`config.mk`:
```
export PLATFORM = sky130hd
export DESIGN_NAME = vga_fb_arbiter
export DESIGN_NICKNAME = d
export VERILOG_FILES = /design/src/rtl/vga_pkg.sv /design/src/rtl/vga_cmd_fifo.sv /design/src/rtl/vga_fb_arbiter.sv
export SDC_FILE = /design/constraint.sdc
export NUM_CORES = 1
export LEC_CHECK = 0
export BUFFER_PORTS_ARGS = -buffer_cell sky130_fd_sc_hd__buf_4
export CAP_MARGIN = 0
export CORE_MARGIN = 4
export CORE_UTILIZATION = 60
export DETAILED_ROUTE_END_ITERATION = 7
export PLACE_DENSITY_LB_ADDON = 0.1
export SETUP_SLACK_MARGIN = 0.2
export SLEW_MARGIN = 20
export SYNTH_ARGS = -nofsm -noshare
export SYNTH_HDL_FRONTEND = slang
export SYNTH_HIERARCHICAL = 1
export SYNTH_SLANG_ARGS = --single-unit
export TNS_END_PERCENT = 10
```
`constraint.sdc`:
```
create_clock -name pixel_clk -period 6.3 [get_ports pixel_clk]
set_input_delay 1.575 -clock pixel_clk [delete_from_list [all_inputs] [get_ports pixel_clk]]
set_output_delay 1.575 -clock pixel_clk [all_outputs]
set_load 0.01 [all_outputs]
```
`src/rtl/vga_pkg.sv`:
```
// Shared types and frame geometry for the frame-buffer arbiter.
// No logic; constants and enums only.
// No flow control; consumers import the types.
package vga_pkg;

    localparam int H_ACTIVE   = 640;
    localparam int V_ACTIVE   = 480;
    localparam int FB_PIXELS  = H_ACTIVE * V_ACTIVE;
    localparam int FB_P_SIZE  = $clog2(FB_PIXELS);

    // Who issued the read that returns data next cycle.
    typedef enum logic [1:0] {
        NONE = 2'd0,
        DISP = 2'd1,
        HOST = 2'd2
    } owner_e;

    // Screen-fill sequencer states.
    typedef enum logic [1:0] {
        IDLE  = 2'd0,
        DRAIN = 2'd1,
        FILL  = 2'd2,
        DONE  = 2'd3
    } fill_state_e;

endpackage

```
`src/rtl/vga_cmd_fifo.sv`:
```
// Synchronous command FIFO for host accesses, head visible combinationally.
// Latency: a pushed entry is at the head the cycle after the push when empty.
// Backpressure: push ignored while full, pop ignored while empty.
module vga_cmd_fifo #(
    parameter int W     = 32,
    parameter int DEPTH = 4
) (
    input  logic         clk_i,
    input  logic         rst_n_i,
    input  logic         push_i,
    input  logic [W-1:0] push_dat_i,
    input  logic         pop_i,
    output logic [W-1:0] head_dat_o,
    output logic         full_o,
    output logic         empty_o
);
    localparam int PW = $clog2(DEPTH);

    logic [W-1:0] mem_q [DEPTH];
    logic [PW:0]  wr_q, wr_d;
    logic [PW:0]  rd_q, rd_d;
    logic         do_push, do_pop;

    assign full_o     = (wr_q[PW] != rd_q[PW]) && (wr_q[PW-1:0] == rd_q[PW-1:0]);
    assign empty_o    = (wr_q == rd_q);
    assign do_push    = push_i & ~full_o;
    assign do_pop     = pop_i & ~empty_o;
    assign head_dat_o = mem_q[rd_q[PW-1:0]];

    // Pointer advance; the extra MSB separates full from empty.
    always_comb begin
        wr_d = wr_q;
        rd_d = rd_q;
        if (do_push) wr_d = wr_q + 1'b1;
        if (do_pop)  rd_d = rd_q + 1'b1;
    end

    // Pointer registers.
    always_ff @(posedge clk_i or negedge rst_n_i) begin
        if (!rst_n_i) begin
            wr_q <= '0;
            rd_q <= '0;
        end else begin
            wr_q <= wr_d;
            rd_q <= rd_d;
        end
    end

    // Storage needs no reset: empty flag guards stale entries.
    always_ff @(posedge clk_i) begin
        if (do_push) mem_q[wr_q[PW-1:0]] <= push_dat_i;
    end

endmodule

```
`src/rtl/vga_fb_arbiter.sv`:
```
// Single-port frame-buffer arbiter: display > fill engine > host FIFO.
// Latency: read data returns one cycle after the grant (RAM latency only).
// Backpressure: host_ready drops when the FIFO is full or a fill is active.
module vga_fb_arbiter
    import vga_pkg::*;
#(
    parameter int AW         = 19,
    parameter int DW         = 12,
    parameter int FIFO_DEPTH = 4,
    parameter int PIXELS     = FB_PIXELS
) (
    input  logic          pixel_clk,
    input  logic          reset_n,
    input  logic          disp_req,
    input  logic [AW-1:0] disp_addr,
    output logic [DW-1:0] disp_data,
    output logic          disp_valid,
    input  logic          host_valid,
    output logic          host_ready,
    input  logic          host_we,
    input  logic [AW-1:0] host_addr,
    input  logic [DW-1:0] host_wdata,
    output logic [DW-1:0] host_rdata,
    output logic          host_rvalid,
    input  logic          fill_start,
    input  logic [DW-1:0] fill_data,
    output logic          fill_busy,
    output logic          fill_done,
    output logic          mem_en,
    output logic          mem_we,
    output logic [AW-1:0] mem_addr,
    output logic [DW-1:0] mem_wdata,
    input  logic [DW-1:0] mem_rdata
);
    localparam int            CMD_W     = 1 + AW + DW;
    localparam logic [AW-1:0] LAST_ADDR = AW'(PIXELS - 1);

    fill_state_e      state_q, state_d;
    owner_e           owner_q, owner_d;
    logic [AW-1:0]    cnt_q, cnt_d;
    logic [DW-1:0]    colour_q, colour_d;
    logic [DW-1:0]    disp_hold_q, host_hold_q;

    logic             fifo_full, fifo_empty, fifo_push;
    logic [CMD_W-1:0] fifo_head;
    logic             head_we;
    logic [AW-1:0]    head_addr;
    logic [DW-1:0]    head_wdata;
    logic             grant_disp, grant_fill, grant_host;

    assign {head_we, head_addr, head_wdata} = fifo_head;

    // Ready depends only on registered state, never on this cycle's pop.
    assign host_ready = ~fifo_full & (state_q == IDLE);
    assign fifo_push  = host_valid & host_ready;

    vga_cmd_fifo #(
        .W     (CMD_W),
        .DEPTH (FIFO_DEPTH)
    ) u_cmd_fifo (
        .clk_i      (pixel_clk),
        .rst_n_i    (reset_n),
        .push_i     (fifo_push),
        .push_dat_i ({host_we, host_addr, host_wdata}),
        .pop_i      (grant_host),
        .head_dat_o (fifo_head),
        .full_o     (fifo_full),
        .empty_o    (fifo_empty)
    );

    // Fixed-priority grant; host drains while idle and during the pre-fill drain.
    always_comb begin
        grant_disp = reset_n & disp_req;
        grant_fill = reset_n & ~disp_req & (state_q == FILL);
        grant_host = reset_n & ~disp_req & ~fifo_empty &
                     ((state_q == IDLE) | (state_q == DRAIN));
    end

    // RAM port driven straight from the grant so accesses cost no extra cycle.
    always_comb begin
        mem_en    = 1'b0;
        mem_we    = 1'b0;
        mem_addr  = '0;
        mem_wdata = '0;
        if (grant_disp) begin
            mem_en   = 1'b1;
            mem_addr = disp_addr;
        end else if (grant_fill) begin
            mem_en    = 1'b1;
            mem_we    = 1'b1;
            mem_addr  = cnt_q;
            mem_wdata = colour_q;
        end else if (grant_host) begin
            mem_en    = 1'b1;
            mem_we    = head_we;
            mem_addr  = head_addr;
            mem_wdata = head_wdata;
        end
    end

    // Tag the read issued this cycle so its data is routed next cycle.
    always_comb begin
        owner_d = NONE;
        if (grant_disp)                owner_d = DISP;
        else if (grant_host & ~head_we) owner_d = HOST;
    end

    // Owner tag plus last-value holders for the two read data outputs.
    always_ff @(posedge pixel_clk or negedge reset_n) begin
        if (!reset_n) begin
            owner_q     <= NONE;
            disp_hold_q <= '0;
            host_hold_q <= '0;
        end else begin
            owner_q <= owner_d;
            if (owner_q == DISP) disp_hold_q <= mem_rdata;
            if (owner_q == HOST) host_hold_q <= mem_rdata;
        end
    end

    assign disp_valid  = (owner_q == DISP);
    assign host_rvalid = (owner_q == HOST);
    assign disp_data   = disp_valid  ? mem_rdata : disp_hold_q;
    assign host_rdata  = host_rvalid ? mem_rdata : host_hold_q;

    // Fill sequencer next state: drain host queue, write every pixel, pulse done.
    always_comb begin
        state_d  = state_q;
        cnt_d    = cnt_q;
        colour_d = colour_q;
        unique case (state_q)
            IDLE: begin
                if (fill_start) begin
                    state_d  = DRAIN;
                    colour_d = fill_data;
                    cnt_d    = '0;
                end
            end
            DRAIN: begin
                if (fifo_empty) state_d = FILL;
            end
            FILL: begin
                if (grant_fill) begin
                    cnt_d = cnt_q + 1'b1;
                    if (cnt_q == LAST_ADDR) state_d = DONE;
                end
            end
            DONE: begin
                state_d = IDLE;
            end
            default: state_d = IDLE;
        endcase
    end

    // Fill sequencer registers; reset abandons any partial fill.
    always_ff @(posedge pixel_clk or negedge reset_n) begin
        if (!reset_n) begin
            state_q  <= IDLE;
            cnt_q    <= '0;
            colour_q <= '0;
        end else begin
            state_q  <= state_d;
            cnt_q    <= cnt_d;
            colour_q <= colour_d;
        end
    end

    assign fill_busy = (state_q != IDLE);
    assign fill_done = (state_q == DONE);

endmodule

```
# Word-level counts from Yosys, hierarchy flattened
# Memory sizes are Yosys's and may differ from the RTL's.
# Cells that the tools add are included.
dict set report op_classes {
  mul 0
  n_mux 26
  shift 0
  n_reduce_logical 7
  magnitude_cmp 0
  bitwise_logic 15
  n_div 0
  add_sub_neg 3
  n_eq_ne 13
}
# cell count
set op_table {}
lappend op_table {{19-bit two-way mux} 5}
lappend op_table {{12-bit two-way mux} 5}
lappend op_table {{19-bit one-hot mux with 2 select lines} 1}
lappend op_table {{19-bit by 1-bit adder with 19-bit output (second input constant)} 1}
lappend op_table {{19-bit equality test (second input constant)} 1}
lappend op_table {{2-bit two-way mux} 6}
lappend op_table {{1-bit bitwise AND} 10}
lappend op_table {{1-bit two-way mux} 8}
lappend op_table {{2-bit one-hot mux with 4 select lines} 1}
lappend op_table {{3-bit by 1-bit adder with 3-bit output (second input constant)} 2}
lappend op_table {{2-bit equality test (second input constant)} 3}
lappend op_table {{2-bit by 1-bit equality test with 1-bit output (second input constant)} 2}
lappend op_table {{2-bit by 1-bit != test with 1-bit output (second input constant)} 2}
lappend op_table {{2-bit != test (second input constant)} 2}
lappend op_table {{1-bit NOT} 4}
lappend op_table {{4-bit AND reduction} 1}
lappend op_table {{2-bit nonzero test} 2}
lappend op_table {{3-bit equality test} 1}
lappend op_table {{3-bit AND reduction} 1}
lappend op_table {{2-bit equality test} 1}
lappend op_table {{2-bit logical NOT} 1}
lappend op_table {{2-bit AND reduction} 1}
lappend op_table {{1-bit logical AND} 1}
lappend op_table {{1-bit != test} 1}
lappend op_table {{1-bit bitwise OR} 1}
dict set report totals {
  memories 1
  wordCells 73
  regBits 65
  inputBits 80
  ramBits 128
  latchBits 0
  rom_bits 0
}
# name depth word_bits read_ports rd_clocked_by_memory_dff wr line
set mem_list {}
lappend mem_list {u_cmd_fifo.mem_q 4 32 1 0 1 vga_cmd_fifo.sv:19} ;# logic [W-1:0] mem_q [DEPTH];

# Logic depth before layout (Yosys ltp)
dict set report logic_depth {
  ltp_word 8
  ltp_mapped 10
}

# Hierarchy
# The synthesis kept the hierarchy.
# mod cells_each area_per_inst_um2 seq_area_each_um2 instances
set by_module_without_submodules {}
lappend by_module_without_submodules {vga_cmd_fifo 219 5138.7 3993.8 1}
lappend by_module_without_submodules {vga_fb_arbiter 343 3261.9 1476.4 1}

# Worst setup path before layout
# No wires, ideal clock.
dict set report synth_path {
  path_type {input to output}
  startpoint {input port disp_req}
  endpoint {output port mem_wdata[10]}
  cell_stages 6
  setup_slack_ps 1822
  n_path_buf 2
  arrival_time_ps 2903
  cell_sequence {nand2b_1 -> clkbuf_1 -> nor3_1 -> clkbuf_1 -> nand3_1 -> nand2_1}
}
dict set report synth_via {
  elab_chain_len 7
  word_cells_on_any_way 9
}
# item line
set synth_rtl {}
lappend synth_rtl {{start: declaration} vga_fb_arbiter.sv:14} ;# input logic disp_req,
lappend synth_rtl {{1-bit NOT} {vga_fb_arbiter.sv:74, vga_fb_arbiter.sv:75}}
lappend synth_rtl {{1-bit bitwise AND} {vga_fb_arbiter.sv:74, vga_fb_arbiter.sv:75}}
lappend synth_rtl {{1-bit bitwise AND (2 in series)} vga_fb_arbiter.sv:75} ;# grant_host = reset_n & ~disp_req & ~fifo_empty &
lappend synth_rtl {{12-bit two-way mux} vga_fb_arbiter.sv:93} ;# end else if (grant_host) begin
lappend synth_rtl {{12-bit two-way mux} vga_fb_arbiter.sv:88} ;# end else if (grant_fill) begin
lappend synth_rtl {{12-bit two-way mux *} vga_fb_arbiter.sv:85} ;# if (grant_disp) begin
lappend synth_rtl {{end: declaration} vga_fb_arbiter.sv:32} ;# output logic [DW-1:0] mem_wdata,
# Every way passes the cells marked *; elsewhere a longest branch is shown, timed or not.

# Worst setup path in the final report
dict set report layout_path {
  startpoint {input port reset_n}
  endpoint {output port mem_addr[11]}
}
dict set report layout_via {
  elab_chain_len 6
  word_cells_on_any_way 8
}
# item line
set layout_rtl {}
lappend layout_rtl {{start: declaration} vga_fb_arbiter.sv:13} ;# input logic reset_n,
lappend layout_rtl {{1-bit bitwise AND} {vga_fb_arbiter.sv:74, vga_fb_arbiter.sv:75}}
lappend layout_rtl {{1-bit bitwise AND (2 in series)} vga_fb_arbiter.sv:75}
lappend layout_rtl {{19-bit two-way mux} vga_fb_arbiter.sv:93}
lappend layout_rtl {{19-bit two-way mux} vga_fb_arbiter.sv:88}
lappend layout_rtl {{19-bit two-way mux *} vga_fb_arbiter.sv:85}
lappend layout_rtl {{end: declaration} vga_fb_arbiter.sv:31} ;# output logic [AW-1:0] mem_addr,
# Marks and branches as above.

==> results.ini <==
[outcome]
status = finished clean

[synthesis]
yosysSeqAreaShare_pct = 65.1
async_flop_share_pct = 33.7
ys_ff_latch = 193
syn-cell-area_um2 = 8400
synth_area_per_cell_um2 = 14.9
synth_most_common_cell = edfxtp_1
ys_dominant_reg_cell = edfxtp_1
yosys.area.top_type = edfxtp_1
syn_nets = 653
synth_common_cells = 128 x edfxtp_1, 65 x dfrtp_1, 60 x nand2_1, 45 x nand3_1, 37 x mux2_2
synth_top_area_share_pct = 45.8
netlist-cell-type-count = 45
synth_edf_count = 128
synth_area_leaders = edfxtp_1 46%, dfrtp_1 19%, mux4_2 8.6%, mux2_2 5.0%, nand2_1 2.7%
yosys_warnings = 6
synth_cells = 562

[timing]
min_period_over_period_pct = 79.6
hold_violations = 0
tns_ns = 0
setup_violations = 0
hold_ws_ns = 0.500
slew_headroom_pct = 30.9
fin_crit_ns = 5.01
fmaxAchievable_ghz = 0.199
fin_ws_ns = 1.29
rsz0062_at_grt = no
slew_violations = 0
tightest_slew_ns = 1.03
skew_ns = 0.00684

[pwr]
internal_power_mw = 2.72
p_clk_share_pct = 26.1
p_sw_share_pct = 31.5
p_sw_mw = 1.25
power_density_nw_per_um2 = 390
share_comb_of_total_power_pct = 31.9
p_leak_nw = 4.00
ir_worst_vdd_uv = 273
p_seq_share_pct = 42.0

[cts]
post_cts_buffers = 0
clk_pin_slew_ns = 0.07
cts_tree = done
ctsResizeCount = 0
clkSinkCount = 193
cts_hold_buf = 0
cts_made_buffers = 17
insertion_delay_ns = 0.42
htreeDepth = 4
cts_buffer_depth = 2
cts_root_buffer = clkbuf_16

[worst_setup_path]
crit_buf_inv = 3
endpoint_kind = output port
required_ns = 4.72
slowest_stage = nor3_2
start_kind = input pin
max_stage_delay_ns = 0.44
arrival_ns = 3.44
crit_family = simple AND/OR/NAND/NOR gates
critPathMaxFanout = 32
path_cells = buf_4, nand2b_1, nor3_2, buf_4, nand3_1, nand2_1, buf_4
critPathKind = input pin to output port
crit_top_cell = buf_4

[floorplanning]
die_x_um = 126
die_area_um2 = 16000
std_cell_rows = 42
coreArea_um2 = 13500
die_h_um = 126
ios = 142
start_util_pct = 62.4

[global_route]
overflow = 0
grt_start_max_net_pins = 47
grt_pass1_wl_mm = 30.0
antenna_found_initial = 0
grt_usage_pct = 24.0
grt_pass1_vias = 5491

[layout]
fill_cells = 853
seqCellArea_um2 = 5470
antenna_cells = 0
multi_input_area_um2 = 2730
stdcell_count = 889
area_delta_synth_final_pct = 21.0
layout-drive-gt1-share_pct = 36.5
finish.net_count = 791

[place]
placedCellCount = 857
dp_slack_ns = 1.31
routabilityCongestion = 0.953
dpl.hpwl_mm = 12.8
numPortBuffers = 141

[flow_run]
maxCapViolCount = 0

[routing]
via_per_inst = 5.95
drt_iter0_drc = 417
drc_errors = 0
wl_per_cell_um = 21.1
ant_nets = 0
drtPass1Iterations = 5
wirelength_mm = 18.8
num_vias = 5286

[min_path]
hold_class = flop to flop

registers in the layout (all words and copies together), names as in the netlist:
register	cells
cnt_q	19
colour_q	12
disp_hold_q	12
host_hold_q	12
owner_q	2
state_q	2
u_cmd_fifo/mem_q	128
u_cmd_fifo/rd_q	3
u_cmd_fifo/wr_q	3
cells in the final DEF (no fill, tap or decap), types with 5 or more instances in the layout:
master       n
inv_1       14
inv_6        6
xnor2_1      7
o21ai_0      8
nor2_1      11
ha_1        11
o31ai_1      6
a21oi_1     17
mux2_2      37
buf_4      149
clkbuf_16   17
a211oi_1     5
edfxtp_1   128
a22oi_1     18
dfrtp_1     64
or4_1        6
and2_1       8
nand2_1     60
nand3_1     45
mux4_2      32
path summary, 6_finish.rpt:
check                                        start                       to  slack [ns]  cells after the start
worst max-delay path                       reset_n             mem_addr[11]        1.29                      7
worst min-delay path                disp_hold_q[7]           disp_hold_q[7]        0.50                      1
worst max register to register  u_cmd_fifo/rd_q[1]  u_cmd_fifo/mem_q[0][29]        2.94                     10
worst min register to register      disp_hold_q[7]           disp_hold_q[7]        0.50                      1
max in group asynchronous                  reset_n       u_cmd_fifo/rd_q[0]        4.35                      2
min in group asynchronous                  reset_n                cnt_q[18]        1.03                      1
routing by layer:
| layer | GRT usage, % | share of wire (%) |
|---|---|---|
| met1 | 32.8 | 41 |
| met2 | 40.4 | 52 |
| met3 | 4.71 | 5.8 |
| met4 | 5.99 | 1.3 |
| met5 | 0 | 0 |
metrics by stage:
stage	cell area [µm²]	utilization, %	power [mW]
after floorplan	8400	-	2.51
after global placement	9590	71.3	2.92
after detailed placement	9590	71.3	2.96
after CTS	10200	75.5	3.99
after global routing	10200	75.6	4.16
final	10200	75.6	3.96
logic make-up (layout without fill, tap and decap cells):
group           Yosys count  count (layout)  synth area share (%)
xor+xnor                 13              13                  1.62
flops                   193             193                  65.1
compound gates           69              69                  5.84
buf+inv                  44             195                  2.49
simple gates            162             162                  9.59
fa+ha+maj                11              11                  1.64
mux                      70              70                  13.7
power groups by stage:
stage          sequential (mW)  combinational (mW)  clock [mW]
2_1_floorplan             1.66               0.853           0
3_3_place_gp              1.67                1.24           0
3_5_place_dp              1.69                1.27           0
4_1_cts                   1.67                1.27        1.05
5_1_grt                   1.68                1.37        1.11
6_report                  1.67                1.26        1.03
cell type report:
class	instances	area share, %
Clock buffer	17	4.18
Clock inverter	15	1.46
Inverter	14	0.517
Multi-Input combinational cell	325	26.9
Sequential cell	193	53.8
Tap cell	176	2.17
Timing Repair Buffer	149	11.0
Note: power is estimated with default switching activity, not from simulation.
